File: src/rtl/fifo_pdp_pkg.sv
// Shared helpers for buffers built around the pseudo-dual-port SRAM.
//
// Contents:
//   addr_w(depth) : address width for a memory of 'depth' words.
//                   Never returns less than 1.
//   cnt_w(depth)  : width of a counter that spans 0..depth.
package fifo_pdp_pkg;

  function automatic int addr_w(input int depth);
    return (depth > 1) ? $clog2(depth) : 1;
  endfunction

  function automatic int cnt_w(input int depth);
    return $clog2(depth + 1);
  endfunction

endpackage

File: src/rtl/fifo_pdp_ctrl_if.sv
// Streaming handshake bundle for fifo_pdp_ctrl.
//
// Signals:
//   wr_valid / wr_ready / wr_data : producer side. A push is wr_valid & wr_ready.
//   rd_valid / rd_ready / rd_data : consumer side. A pop is rd_valid & rd_ready.
//
// Modports:
//   master : the producer/consumer pair that connects to the FIFO.
//   slave  : the FIFO itself.
interface fifo_pdp_ctrl_if #(
  parameter int WIDTH = 8
) ();

  logic             wr_valid;
  logic             wr_ready;
  logic [WIDTH-1:0] wr_data;
  logic             rd_valid;
  logic             rd_ready;
  logic [WIDTH-1:0] rd_data;

  modport master (
    output wr_valid, wr_data, rd_ready,
    input  wr_ready, rd_valid, rd_data
  );

  modport slave (
    input  wr_valid, wr_data, rd_ready,
    output wr_ready, rd_valid, rd_data
  );

endinterface

File: src/rtl/fifo_pdp_mem.sv
// Pseudo-dual-port memory: WIDTH x DEPTH words.
// Port A writes. Port B reads with a registered output.
//
// Ports:
//   clk   : clock
//   we    : write enable
//   waddr : write address
//   wdata : write data
//   re    : read enable
//   raddr : read address
//   rdata : read data, valid one cycle after re; holds its value otherwise
//
// The contents are never reset.
module fifo_pdp_mem
  import fifo_pdp_pkg::*;
#(
  parameter  int DEPTH = 8,
  parameter  int WIDTH = 8,
  localparam int AW    = addr_w(DEPTH)
) (
  input  logic             clk,
  input  logic             we,
  input  logic [AW-1:0]    waddr,
  input  logic [WIDTH-1:0] wdata,
  input  logic             re,
  input  logic [AW-1:0]    raddr,
  output logic [WIDTH-1:0] rdata
);

  logic [WIDTH-1:0] mem [DEPTH];

  always_ff @(posedge clk) begin
    if (we) begin
      mem[waddr] <= wdata;
    end
    if (re) begin
      rdata <= mem[raddr];
    end
  end

endmodule

File: src/rtl/fifo_pdp_ctrl.sv
// Synchronous FIFO controller around a pseudo-dual-port SRAM.
//
// The memory has one cycle of read latency. A 2-entry register buffer
// sits on the read side and is prefetched, so that one push and one pop
// can be sustained per cycle. On an empty FIFO, a word appears on rd_data
// two edges after it is pushed.
//
// Ports:
//   clk   : clock, posedge
//   rst   : synchronous active-high reset
//   clr   : synchronous flush. It has the same effect as rst on the
//           controller state, and it drops a push made in the same cycle.
//   bus   : wr_valid/wr_ready/wr_data and rd_valid/rd_ready/rd_data handshakes
//   count : total entries held (memory + read in flight + output buffer)
//   full  : count == DEPTH
//   empty : count == 0
module fifo_pdp_ctrl
  import fifo_pdp_pkg::*;
#(
  parameter  int DEPTH = 8,
  parameter  int WIDTH = 8,
  localparam int AW    = addr_w(DEPTH),
  localparam int CW    = cnt_w(DEPTH)
) (
  input  logic          clk,
  input  logic          rst,
  input  logic          clr,
  fifo_pdp_ctrl_if.slave bus,
  output logic [CW-1:0] count,
  output logic          full,
  output logic          empty
);

  logic [AW-1:0]    wr_ptr;
  logic [AW-1:0]    rd_ptr;
  logic [CW-1:0]    mem_cnt;
  logic             rd_pend;
  logic [1:0]       buf_cnt;
  logic [WIDTH-1:0] ob_head;
  logic [WIDTH-1:0] ob_tail;
  logic [WIDTH-1:0] mem_rdata;

  logic             flush;
  logic             push;
  logic             pop;
  logic             issue;
  logic [2:0]       occ;

  function automatic logic [AW-1:0] ptr_inc(input logic [AW-1:0] p);
    return (p == AW'(DEPTH - 1)) ? '0 : p + AW'(1);
  endfunction

  assign flush = rst | clr;

  // Status comes only from registered state. As a result, wr_ready never
  // sees rd_ready, and a pop while full does not open a push slot in the
  // same cycle.
  assign count        = mem_cnt + CW'(rd_pend) + CW'(buf_cnt);
  assign full         = (count == CW'(DEPTH));
  assign empty        = (count == '0);
  assign bus.wr_ready = ~full;
  assign bus.rd_valid = (buf_cnt != 2'd0);
  assign bus.rd_data  = ob_head;

  assign push = bus.wr_valid & ~full;
  assign pop  = bus.rd_valid & bus.rd_ready;

  // Prefetch while the buffer plus the in-flight read would still hold
  // fewer than two words after this cycle's pop. mem_cnt excludes a push
  // from this same cycle, so a read never targets the word being written.
  assign occ   = 3'(buf_cnt) + 3'(rd_pend);
  assign issue = (mem_cnt != '0) && (occ < (3'd2 + 3'(pop)));

  // ---- stage p0 -> p1: memory access (write port A, read port B) ----
  fifo_pdp_mem #(
    .DEPTH (DEPTH),
    .WIDTH (WIDTH)
  ) u_mem (
    .clk   (clk),
    .we    (push & ~flush),
    .waddr (wr_ptr),
    .wdata (bus.wr_data),
    .re    (issue & ~flush),
    .raddr (rd_ptr),
    .rdata (mem_rdata)
  );

  // ---- stage p1 -> p2: read return into the output buffer ----
  always_ff @(posedge clk) begin
    if (flush) begin
      wr_ptr  <= '0;
      rd_ptr  <= '0;
      mem_cnt <= '0;
      rd_pend <= 1'b0;
      buf_cnt <= 2'd0;
      ob_head <= '0;
      ob_tail <= '0;
    end else begin
      if (push) begin
        wr_ptr <= ptr_inc(wr_ptr);
      end
      if (issue) begin
        rd_ptr <= ptr_inc(rd_ptr);
      end
      mem_cnt <= mem_cnt + CW'(push) - CW'(issue);
      rd_pend <= issue;
      buf_cnt <= buf_cnt + 2'(rd_pend) - 2'(pop);

      // A return never meets a full buffer, because the issue rule keeps
      // buf_cnt + rd_pend <= 2. The returned word goes to whichever slot
      // becomes the first free one after the pop.
      if (rd_pend) begin
        if ((buf_cnt == 2'd0) || ((buf_cnt == 2'd1) && pop)) begin
          ob_head <= mem_rdata;
        end else begin
          ob_tail <= mem_rdata;
        end
      end else if (pop && (buf_cnt == 2'd2)) begin
        ob_head <= ob_tail;
      end
    end
  end

endmodule

File: src/flat_wrapper.sv
// flat-port wrapper written by rule: the top's interface ports become plain ports
module fifo_pdp_ctrl_flat import fifo_pdp_pkg::*;
#(
  parameter  int DEPTH = 8,
  parameter  int WIDTH = 8,
  localparam int AW    = addr_w(DEPTH),
  localparam int CW    = cnt_w(DEPTH)
)
  (clk, rst, clr, count, full, empty, bus_wr_valid, bus_wr_data, bus_rd_ready, bus_wr_ready, bus_rd_valid, bus_rd_data);
  fifo_pdp_ctrl_if #(.WIDTH(WIDTH)) bus_i ();
  input  logic clk;
  input  logic rst;
  input  logic clr;
  output logic [CW-1:0] count;
  output logic full;
  output logic empty;
  input wire logic [$bits(bus_i.wr_valid)-1:0] bus_wr_valid;
  input wire logic [$bits(bus_i.wr_data)-1:0] bus_wr_data;
  input wire logic [$bits(bus_i.rd_ready)-1:0] bus_rd_ready;
  output wire logic [$bits(bus_i.wr_ready)-1:0] bus_wr_ready;
  output wire logic [$bits(bus_i.rd_valid)-1:0] bus_rd_valid;
  output wire logic [$bits(bus_i.rd_data)-1:0] bus_rd_data;
  assign bus_i.wr_valid = bus_wr_valid;
  assign bus_i.wr_data = bus_wr_data;
  assign bus_i.rd_ready = bus_rd_ready;
  assign bus_wr_ready = bus_i.wr_ready;
  assign bus_rd_valid = bus_i.rd_valid;
  assign bus_rd_data = bus_i.rd_data;
  fifo_pdp_ctrl #(.DEPTH(DEPTH), .WIDTH(WIDTH)) u_core (.clk(clk), .rst(rst), .clr(clr), .bus(bus_i), .count(count), .full(full), .empty(empty));
endmodule
File: config.mk
export PLATFORM = sky130hd
export DESIGN_NAME = fifo_pdp_ctrl_flat
export DESIGN_NICKNAME = d
export VERILOG_FILES = /design/src/rtl/fifo_pdp_pkg.sv /design/src/rtl/fifo_pdp_ctrl_if.sv /design/src/rtl/fifo_pdp_mem.sv /design/src/rtl/fifo_pdp_ctrl.sv /design/src/flat_wrapper.sv
export SDC_FILE = /design/constraint.sdc
export NUM_CORES = 1
export LEC_CHECK = 0
export ABC_CLOCK_PERIOD_IN_PS = 3400
export BUFFER_PORTS_ARGS = -buffer_cell sky130_fd_sc_hd__buf_2
export CELL_PAD_IN_SITES_DETAIL_PLACEMENT = 1
export CELL_PAD_IN_SITES_GLOBAL_PLACEMENT = 2
export CORE_MARGIN = 4
export CORE_UTILIZATION = 23
export DETAILED_ROUTE_END_ITERATION = 16
export PLACE_DENSITY_LB_ADDON = 0.05
export SKIP_CTS_REPAIR_TIMING = 1
export SYNTH_ARGS = -nofsm -noshare
export SYNTH_HDL_FRONTEND = slang
export SYNTH_SLANG_ARGS = --single-unit
File: constraint.sdc
create_clock -name clk -period 3.4 [get_ports clk]
set_input_delay 0 -clock clk [delete_from_list [all_inputs] [get_ports clk]]
set_output_delay 0 -clock clk [all_outputs]
set_load 0.005 [all_outputs]
# [Yosys cells after proc, flatten, opt, wreduce, memory -nomap -nowiden]
# Memory sizes are Yosys's and may differ from the RTL's. A register that Yosys moved wholly into a read port is not among the register bits.
# Index checks and enable logic that the tools add are counted.
[totals] reg_bits=29 ramBits=64 input_bits=13 out_inout_bits=16 elab_cells=51 mem_count=1
[classes] n_addsub=10 order_cmp=1 eq_ne=6 muxes=7 bitwise=8 n_reduce_logical=11
[mem_list] memory="u_core.u_mem.mem" depth=8 width=8 rd=1 rd_clocked_by_memory_dff=1 wr=1 line="fifo_pdp_mem.sv:30" rtl="logic [WIDTH-1:0] mem [DEPTH];"
[ops] op="8-bit 2-to-1 mux" count=3
[ops] op="4-bit by 1-bit adder with 4-bit output" count=2
[ops] op="3-bit by 1-bit adder with 3-bit output (second input constant)" count=2
[ops] op="3-bit == test (second input constant)" count=2
[ops] op="3-bit 2-to-1 mux" count=2
[ops] op="4-bit by 2-bit adder with 4-bit output" count=1
[ops] op="1-bit AND" count=4
[ops] op="4-bit == test (second input constant)" count=1
[ops] op="4-bit logical NOT" count=1
[ops] op="2-bit AND reduction" count=2
[ops] op="2-bit nonzero test" count=2
[ops] op="4-bit nonzero test" count=1
[ops] op="4-bit by 1-bit subtractor with 4-bit output" count=1
[ops] op="2-bit by 1-bit adder with 3-bit output" count=1
[ops] op="2-bit by 1-bit adder with 3-bit output (first input constant)" count=1
[ops] op="1-bit logical AND" count=3
[ops] op="3-bit < comparator" count=1
[ops] op="1-bit inverter" count=3
[ops] op="2-bit by 1-bit adder with 2-bit output" count=1
[ops] op="2-bit by 1-bit == test with 1-bit output (second input constant)" count=1
[ops] op="2-bit == test (second input constant)" count=1
[ops] op="2-bit logical NOT" count=1
[ops] op="1-bit 2-to-1 mux" count=2
[ops] op="2-bit != test (second input constant)" count=1
[ops] op="3 further kinds" count=3

# [Longest topological paths before layout]
# Gate-level depths: netlist (run 1).
[depth] word_depth=8 mapped_depth=16

# [Cells and area by module]
# A second synthesis (run 1) with hierarchy kept.
[unflattened] cells_unflattened=288 hier_area_um2=4394.2
[by_module_without_submodules] mod="fifo_pdp_mem" instances=1 cells_each=114 area_per_inst_um2=2771.4
[by_module_without_submodules] mod="fifo_pdp_ctrl" instances=1 cells_each=174 area_per_inst_um2=1622.8

# [Worst setup path before layout (run 1)]
# OpenSTA, ideal clock, no wires.
[synth_timing] path_type="reg-to-reg" from="reg u_core.rd_pend" to="reg u_core.mem_cnt[3]" arrival_ps=3170 t_required_ps=3269 setup_slack_ps=99 path_stages_with_launch=16 n_path_buf=3 synth_period_minus_slack_ps=3301 cell_sequence="dfxtp_1 -> buf_2 -> inv_1 -> fa_1 -> inv_1 -> fa_1 -> or3_1 -> buf_6 -> a21oi_4 -> buf_6 -> nor2_2 -> ha_1 -> a21o_1 -> a21oi_1 -> xnor2_1 -> nor2_1"
[synth_via] elab_chain_cells=7 elab_cells_between_ends=10 cone_classes="add/sub (5); order compare (1); eq/ne (1); bitwise (2); reduce/logical (1)"
[synth_rtl] element="from (decl)" line="fifo_pdp_ctrl.sv:37" rtl="logic rd_pend;"
[synth_rtl] element="from (signal assigned)" line="fifo_pdp_ctrl.sv:106" rtl="rd_pend <= issue;"
[synth_rtl] element="4-bit by 1-bit adder with 4-bit output" line="fifo_pdp_ctrl.sv:58" rtl="assign count = mem_cnt + CW'(rd_pend) + CW'(buf_cnt);"
[synth_rtl] element="4-bit by 2-bit adder with 4-bit output" line="fifo_pdp_ctrl.sv:58"
[synth_rtl] element="net count[1]" line="flat_wrapper.sv:14" rtl="output logic [CW-1:0] count;"
[synth_rtl] element="4-bit == test" line="fifo_pdp_ctrl.sv:59" rtl="assign full = (count == CW'(DEPTH));"
[synth_rtl] element="net full" line="flat_wrapper.sv:15" rtl="output logic full;"
[synth_rtl] element="1-bit inverter" line="fifo_pdp_ctrl.sv:65" rtl="assign push = bus.wr_valid & ~full;"
[synth_rtl] element="1-bit AND" line="fifo_pdp_ctrl.sv:65"
[synth_rtl] element="net u_core.push" line="fifo_pdp_ctrl.sv:44" rtl="logic push;"
[synth_rtl] element="4-bit by 1-bit adder with 4-bit output" line="fifo_pdp_ctrl.sv:105" rtl="mem_cnt <= mem_cnt + CW'(push) - CW'(issue);"
[synth_rtl] element="4-bit by 1-bit subtractor with 4-bit output" line="fifo_pdp_ctrl.sv:105"
[synth_rtl] element="to (signal assigned)" line="fifo_pdp_ctrl.sv:105"
[synth_rtl] element="to (decl)" line="fifo_pdp_ctrl.sv:36" rtl="logic [CW-1:0] mem_cnt;"
# The timed path passes the listed nets, and every way through them passes these cells.
# A chain may end at the register's enable or synchronous reset.

# [Worst setup path after layout (run 1)]
[layout_timing] from="reg u_core.buf_cnt[0]" to="reg u_core.mem_cnt[3]"
[layout_via] elab_chain_cells=6 elab_cells_between_ends=12 cone_classes="add/sub (5); order compare (1); eq/ne (1); bitwise (3); reduce/logical (2)"
[layout_rtl] element="from (decl)" line="fifo_pdp_ctrl.sv:38" rtl="logic [1:0] buf_cnt;"
[layout_rtl] element="from (signal assigned)" line="fifo_pdp_ctrl.sv:107" rtl="buf_cnt <= buf_cnt + 2'(rd_pend) - 2'(pop);"
[layout_rtl] element="4-bit by 2-bit adder with 4-bit output" line="fifo_pdp_ctrl.sv:58"
[layout_rtl] element="4-bit == test" line="fifo_pdp_ctrl.sv:59"
[layout_rtl] element="1-bit inverter" line="fifo_pdp_ctrl.sv:65"
[layout_rtl] element="1-bit AND" line="fifo_pdp_ctrl.sv:65"
[layout_rtl] element="net u_core.push" line="fifo_pdp_ctrl.sv:44"
[layout_rtl] element="4-bit by 1-bit adder with 4-bit output" line="fifo_pdp_ctrl.sv:105"
[layout_rtl] element="4-bit by 1-bit subtractor with 4-bit output" line="fifo_pdp_ctrl.sv:105"
# The timed path passes the listed nets, and every way through them passes these cells.

==> results of run 1 <==
[layout make-up]
| type | count | share of cell area |
|---|---|---|
| flip-flops and latches | 101 | 0.512 |
| repair buffers | 51 | 0.0621 |
| clock inverters | 6 | 0.00841 |
| inverters | 15 | 0.0105 |
| multi-input cells | 165 | 0.302 |
| well taps | 265 | 0.0619 |
| clock buffers | 10 | 0.0427 |
[through the flow]
stage               worst slack [ps]  hold slack [ps]  power [mW]  utilization  cells
floorplan                       98.9             98.9        2.17            -    295
global placement                 441              274        2.41        0.258    589
detailed placement               384              284        2.39        0.258    589
CTS                              348            -86.1        3.40        0.272    605
global route                     132             74.1        3.58        0.276    613
finish                           355             62.5        3.32        0.276    613
[cells by family (layout without fill, tap and decap cells)]
kind of cell,after synthesis,in the layout,share of synthesized area
flops,101,101,0.607
compound gates,32,32,0.0648
simple gates,71,71,0.0899
xor+xnor,5,5,0.00969
mux,40,40,0.142
fa+ha+maj,17,17,0.0520
buf+inv,29,82,0.0354
[flip-flops by register name (all words and copies together), names as in the netlist]
name and cells:
u_core.ob_tail 8, u_core.u_mem.rdata 8, u_core.u_mem.mem 64, u_core.bus.rd_data 8, u_core.mem_cnt 4, u_core.buf_cnt 2
u_core.rd_pend 1, u_core.wr_ptr 3, u_core.rd_ptr 3
[worst min-delay path by stage]
stage | endpoint | start | cells past startpoint | slack (ps)
2_1_floorplan | u_core.u_mem.mem[0][0] | bus_wr_data[0] | 0 | 100
3_3_place_gp | u_core.u_mem.mem[0][2] | bus_wr_data[2] | 1 | 270
5_1_grt | u_core.mem_cnt[0] | clr | 3 | 70
4_1_cts | u_core.u_mem.mem[1][1] | bus_wr_data[1] | 1 | -90
6_report | u_core.mem_cnt[0] | clr | 3 | 60
3_5_place_dp | u_core.u_mem.mem[1][1] | bus_wr_data[1] | 1 | 280
[placed cells by master, fill, tap and decap left out, types with 5 or more instances in the layout]
cell and count:
a211oi_2 8, a21oi_1 5, buf_2 28, buf_4 15
clkbuf_16 9, dfxtp_1 29, dlygate4sd3_1 8, edfxtp_1 72
ha_1 14, inv_1 14, mux2_4 5, mux2i_1 16
mux4_2 13, nand2_1 7, nand3_1 7, nor2_1 18
nor3_1 11
[routing by layer]
layer	up-vias	routed length [um]
met5	-	0
met4	0	92
met3	6	318
met2	33	4640
met1	1281	4750
li1	1214	-
[worst max-delay path, delay by kind of cell, from the launching register on]
kind	cells	cell delay, ps
AO/OA/AOI/OAI	3	550
flip-flops	1	330
buffers and inverters	2	150
XOR/XNOR	1	140
adder cells (fa/ha/maj)	3	1090
AND/OR/NAND/NOR	3	680
[power by group]
part	total, mW	internal, mW	switching, mW
sequential	1.47	1.40	0.0725
clock	0.970	0.504	0.466
combinational	0.880	0.399	0.481
total	3.32	2.30	1.02
==> out/qor.yml, run 1 <==
cts_htree_levels: 3
synth_top_area_share: 0.478
relSlewSlack: 0.383
drv_cap: 0
syn_nets: 325
period_needed_ps: 3040
die_w_um: 148
endpoint: "u_core.mem_cnt[3]"
synth_cell_types: 56
cts_buffers: 9
fin_skew_ps: 6.22
cts_tree: "built"
dp_hpwl_um: 6590
hold_viol: 0
drive_above_1_share: 0.296
timing.fmax_mhz: 328
met1_usage: 0.131
seq_area_frac_synth: 0.607
antenna_found_initial: 0
criticalPathCategory: "flop to flop"
gp_congestion: 0.639
synthArstFlopShare: 0
yosysMostFrequentCell: "edfxtp_1"
worst_pin_slew_ps: 924
synth.avg_cell_area_um2: 15.3
min_path_type: "input port to flop"
p_leak_nw: 1.94
arrival_ps: 3260
core_area_um2: 19400
dr.pass1.iters: 4
timing.rr.start: "u_core.buf_cnt[0]"
crit_fanout: 8
synthTopCellsByCount: "edfxtp_1, dfxtp_1, nor2_1"
grt_pass1_vias: 2653
setup.worst_path.start: "u_core.buf_cnt[0]"
clock_latency_ps: 340
path_cells: "inv_1 > fa_1 > inv_1 > fa_1 > or3_1 > a21oi_4 > nor2_2 > ha_1 > a21o_1 > a21oi_1 > xnor2_1 > nor2_1"
timing.rr.end: "u_core.mem_cnt[3]"
syn-instance-count: 295
design_area_um2: 5360
synthFlopType: "edfxtp_1"
synthToLayoutAreaGrowth_pct: 18.5
avgViaCountPerCell: 4.13
yosys.area.top_type: "edfxtp_1"
synth-seq-cells: 101
routed_wl_um: 9800
overflow: 0
slowest_stage: "or3_1"
ios: 29
ant_nets: 0
io_buffers: 28
wl_per_cell_um: 16.0
grt.busiest_layer: "met2"
synthesis.area_um2: 4520
synth_edf_count: 72
r2r_slack_ps: 360
use_met3: 0.0308
num_vias: 2534
placed_area_um2: 5000
outcome: "finished clean"
grt_use_total: 0.0962
slowest_delay_ps: 570
rsz0062_at_grt: "no"
synth_area_leaders: "edfxtp_1, dfxtp_1, mux4_2, ha_1, mux2i_1"
rows: 51
power_density_nw_per_um2: 620
cts_sinks: 101
period_share: 0.896
dieArea_um2: 22000
ir_drop_mv: 0.215
clk_pin_slew_ps: 70
slew_viol_final: 0
met2_usage: 0.150
ys_warn_count: 0
reg2regPathDepth: 12
crit_required_ps: 3610
fin_nets: 373
clockBufferDepth: 2
drtIter0Drc: 108
grt_max_degree: 19
antennaDiodeCount: 0
critPathCaptureType: "flop"
grt_pass1_wl_um: 15900
clockRootBuffer: "clkbuf_16"
setup_viol: 0
cp-start-kind: "flop"
fillers: 2118
initial_core_util: 0.233
die_h_um: 148
drc: 0
setup-tns-final_ps: 0
register_area_um2: 2740
multiInputGateArea_um2: 1620
Power figures use the tool's default switching activity.
==> run 2, diff against run 1 <==
REMOVE_ABC_BUFFERS = 1   (was not set)
==> run 2 against run 1 <==
Die area is the same. Flip-flop and latch count did not move. First-iteration DRC count increased by 3.7%. Sequential power barely moved. Via count is 0.99% lower. Total power up 3.1%. Non-clock buffer count decreased by 1. Routed wire length is 3.0% higher. Critical path type unchanged.
==> out/qor.yml, run 2 (synthesis results as in run 1) <==
outcome: "finished clean"
gp_congestion: 0.643
rows: 51
cts_buffers: 9
drtIter0Drc: 112
period_share: 0.883
pre_cts_ws_ps: 401
setup.worst_path.start: "u_core.buf_cnt[0]"
antennaDiodeCount: 0
timing.fmax_mhz: 333
dr.pass1.iters: 4
die_w_um: 148
slowest_delay_ps: 560
grt_max_degree: 27
slowest_stage: "or3_1"
die_h_um: 148
ir_drop_mv: 0.244
use_met3: 0.0250
top_register: "u_core.u_mem.mem"
min-delay-start: "clr"
initial_core_util: 0.233
internal_power_mw: 2.38
wl_per_cell_um: 16.5
grt_pass1_wl_um: 15800
antenna_found_initial: 0
overflow: 0
grt_pass1_vias: 2607
routed_wl_um: 10100
clk_pin_slew_ps: 80
power_mw: 3.43
arrival_ps: 3230
cts_tree: "built"
cts_htree_levels: 3
io_buffers: 28
fillers: 2096
p_seq_frac: 0.428
rsz0062_at_grt: "no"
met1_usage: 0.132
p_leak_nw: 1.95
clockRootBuffer: "clkbuf_16"
power_density_nw_per_um2: 637
worst_pin_slew_ps: 955
layout_commonest_cell: "edfxtp_1"
avgViaCountPerCell: 4.10
path_cells: "inv_1 > fa_1 > inv_1 > fa_1 > or3_1 > a21oi_4 > nor2_2 > ha_1 > a21o_1 > a21oi_1 > xnor2_1 > nor2_1"
met2_usage: 0.150
period_needed_ps: 3000
slew_viol_final: 0
clkPwrFrac: 0.316
crit_required_ps: 3630
p_sw_mw: 1.05
critPathCaptureType: "flop"
r2r_slack_ps: 400
dp_hpwl_um: 6640
clock_latency_ps: 350
timing.rr.start: "u_core.buf_cnt[0]"
criticalPathCategory: "flop to flop"
drc: 0
reg2regPathDepth: 12
synthToLayoutAreaGrowth_pct: 19.0
setup_ws_ps: 398
core_area_um2: 19400
ios: 29
drive_above_1_share: 0.303
endpoint: "u_core.mem_cnt[3]"
most-common-layout-cells: "edfxtp_1, dfxtp_1, buf_2"
cp-start-kind: "flop"
power_frac_comb: 0.256
fin_skew_ps: 8.68
crit_buf_inv: 2
timing.rr.end: "u_core.mem_cnt[3]"
fin_nets: 372
largest_reg_flops: 64
crit_cells: 12
grt_use_total: 0.0963
dieArea_um2: 22000
crit_fanout: 8
relSlewSlack: 0.363
num_vias: 2509
hold_viol: 0
ant_nets: 0
switching_share: 0.305
grt.busiest_layer: "met2"
drv_cap: 0
clockBufferDepth: 2
setup-tns-final_ps: 0
cts_sinks: 101
setup_viol: 0
min_path_type: "input port to flop"
crit_family: "adder cells"
-- run 2: worst min path at each step --
stage,to,slack (ps),depth (start not counted)
floorplan,u_core.u_mem.mem[0][0],100,0
global placement,u_core.u_mem.mem[0][1],270,1
detailed placement,u_core.u_mem.mem[0][7],290,1
CTS,u_core.u_mem.mem[1][3],-80,1
global route,u_core.mem_cnt[0],70,3
finish,u_core.buf_cnt[0],50,3
-- run 2: per-stage QoR --
step	util	cells	hold WS (ps)	cell area, um^2
2_1_floorplan	-	281	98.9	4420
3_3_place_gp	0.257	588	272	4990
3_5_place_dp	0.257	588	291	4990
4_1_cts	0.273	604	-84.4	5300
5_1_grt	0.277	612	66.6	5380
6_report	0.277	612	46.4	5380
-- run 2: power by group through the flow --
stage | combinational, mW | clock (mW) | sequential, mW
floorplan | 0.591 | 0 | 1.50
global placement | 0.902 | 0 | 1.50
detailed placement | 0.889 | 0 | 1.50
CTS | 0.898 | 1.14 | 1.47
global route | 1.02 | 1.18 | 1.48
finish | 0.877 | 1.08 | 1.47
-- run 2: layout make-up --
type	instances	area, um^2	share of cell area
Tap cell	265	332	0.0616
Clock buffer	9	225	0.0419
Multi-Input combinational cell	165	1620	0.301
Clock inverter	7	81.3	0.0151
Timing Repair Buffer	50	325	0.0605
Inverter	15	56.3	0.0105
Sequential cell	101	2740	0.510
-- run 2: layer usage --
layer  wire length, um  up-vias
li1                  -     1214
met1              4950     1256
met2              4710       28
met3               278       11
met4               157        0
met5                 0        -
-- run 2: worst reg2reg max path, delay by kind of cell (launching register included) --
kind | cells | cell delay [ps]
xor+xnor | 1 | 130
flops | 1 | 340
fa+ha+maj | 3 | 1080
buf+inv | 2 | 140
simple gates | 3 | 660
compound gates | 3 | 530
==> run 3, diff against run 2 <==
ABC_AREA = 1   (was not set)
==> run 3 against run 2 <==
Cell count is 15% higher. Setup slack better by 170 ps. Critical path depth is 2 higher. Global-route usage is 0.57 points higher. Sequential share of layout area is 1.3 points higher. Total power is 2.5% higher. The run now ends with negative hold slack left. Register-to-register slack better by 170 ps. Flip-flop and latch count stayed put. Die area is 1.5% lower. Sequential power hardly changed. Count of clock-buffer cells in the layout is 1 higher. Clock power is 11% lower.
==> out/qor.yml, run 3 <==
outcome: "complete, but fails checks"
failed_checks: "negative hold slack"
seq_area_frac_synth: 0.616
synth.avg_cell_area_um2: 11.1
ir_drop_mv: 0.252
timing.rr.start: "u_core.buf_cnt[0]"
most-common-layout-cells: "edfxtp_1, nor2_1, nand2_1"
setup_viol: 0
avgViaCountPerCell: 4.06
wl_per_cell_um: 14.8
gp_congestion: 0.706
arrival_ps: 3120
period_share: 0.833
crit_required_ps: 3680
synth_area_leaders: "edfxtp_1, dfxtp_1, nor2_1, nand2_1, ha_1"
slowest_stage: "fa_1"
min-delay-start: "clr"
slew_viol_final: 0
met1_usage: 0.139
crit_fanout: 6
cts_tree: "built"
drv_cap: 0
ios: 29
relSlewSlack: 0.428
setup-tns-final_ps: 0
synth-seq-cells: 101
use_met3: 0.0287
met2_usage: 0.159
fin_nets: 471
overflow: 0
yosysMostFrequentCell: "edfxtp_1"
clock_latency_ps: 350
synthesis.area_um2: 4450
drive_above_1_share: 0.173
die_w_um: 147
antennaDiodeCount: 0
hold_viol: 4
cp-start-kind: "flop"
clockRootBuffer: "clkbuf_16"
min_path_type: "input port to flop"
synthFlopType: "edfxtp_1"
clk_pin_slew_ps: 70
grt_use_total: 0.102
grt_pass1_vias: 2967
criticalPathCategory: "flop to flop"
timing.fmax_mhz: 353
worst_pin_slew_ps: 855
largest_reg_flops: 64
p_leak_nw: 1.91
whs_path_depth: 4
period_needed_ps: 2830
synth_top_area_share: 0.486
grt_pass1_wl_um: 16900
cts_buffers: 9
drtIter0Drc: 123
dp_hpwl_um: 7120
yosys.area.top_type: "edfxtp_1"
crit_buf_inv: 5
power_density_nw_per_um2: 669
critPathCaptureType: "flop"
ys_warn_count: 0
fin_hold_ws_ps: -21.4
top_register: "u_core.u_mem.mem"
rows: 50
reg2regPathDepth: 14
drc: 0
routed_wl_um: 10400
cts_sinks: 101
io_buffers: 28
syn-instance-count: 400
setup.worst_path.start: "u_core.buf_cnt[0]"
synthTopCellsByCount: "edfxtp_1, nor2_1, nand2_1"
core_area_um2: 18900
synth_edf_count: 72
antenna_found_initial: 0
dieArea_um2: 21600
die_h_um: 147
num_vias: 2860
fin_skew_ps: 11.5
initial_core_util: 0.235
crit_family: "adder cells"
clockBufferDepth: 2
rsz0062_at_grt: "no"
cts_htree_levels: 3
ant_nets: 0
synth_cell_types: 31
dr.pass1.iters: 4
slowest_delay_ps: 430
synthArstFlopShare: 0
crit_cells: 14
grt.busiest_layer: "met2"
path_cells: "inv_2 > fa_1 > inv_1 > fa_1 > inv_1 > nand2_1 > nor2_4 > nand3_4 > nand2_4 > inv_4 > ha_1 > inv_1 > fa_1 > nor2_1"
layout_commonest_cell: "edfxtp_1"
synthToLayoutAreaGrowth_pct: 17.9
grt_max_degree: 37
## run 3: cells by family (layout without fill, tap and decap cells)
group	after synthesis	in the layout	share of synthesized area
AND/OR/NAND/NOR	136	136	0.146
flip-flops	101	101	0.616
AO/OA/AOI/OAI	73	73	0.0903
buffers and inverters	55	100	0.0546
adder cells (fa/ha/maj)	17	17	0.0529
multiplexers	16	16	0.0360
XOR/XNOR	2	2	0.00394
## run 3: tightest hold or removal path, cell delays in order
cell	delay, ps
buf_2	100
nor2_4	70
nand2_1	80
nor2_1	40
## run 3: power breakdown
part           internal, mW  switching, mW  total, mW  leakage (nW)
Sequential             1.41         0.0686       1.48         0.885
Combinational         0.395          0.673       1.07         0.903
Clock                 0.495          0.463      0.958         0.124
Total                  2.30           1.21       3.51          1.91
## run 3: layout make-up
type / count / area, um^2
inverter: 41 / 161
clock inverter: 5 / 36.3
multi-input combinational: 244 / 1460
timing repair buffer: 44 / 285
fill: 2134 / 13600
tap: 260 / 325
clock buffer: 10 / 229
sequential: 101 / 2740
## run 3: worst paths after layout
path	endpoint	slack, ps
worst max-delay path	u_core.mem_cnt[1]	570
worst min-delay path	u_core.wr_ptr[0]	-20
worst max register to register	u_core.mem_cnt[1]	570
worst min register to register	u_core.ob_tail[4]	450
## run 3: through the flow
stage | cells | utilization | area, um^2 | power (mW) | setup WS (ps)
floorplan | 386 | - | 4370 | 2.24 | 404
global placement | 680 | 0.258 | 4880 | 2.61 | 605
detailed placement | 680 | 0.258 | 4880 | 2.61 | 529
CTS | 695 | 0.272 | 5140 | 3.59 | 516
global route | 705 | 0.278 | 5240 | 3.81 | 344
finish | 705 | 0.278 | 5240 | 3.51 | 566
## run 3: metal layers
layer  up-vias  wire length (um)  part of all wire
met3         6               393             0.038
met1      1372              5150              0.49
met4         0               127             0.012
met2        36              4770              0.46
li1       1446                 -                 -
met5         -                 0                 0
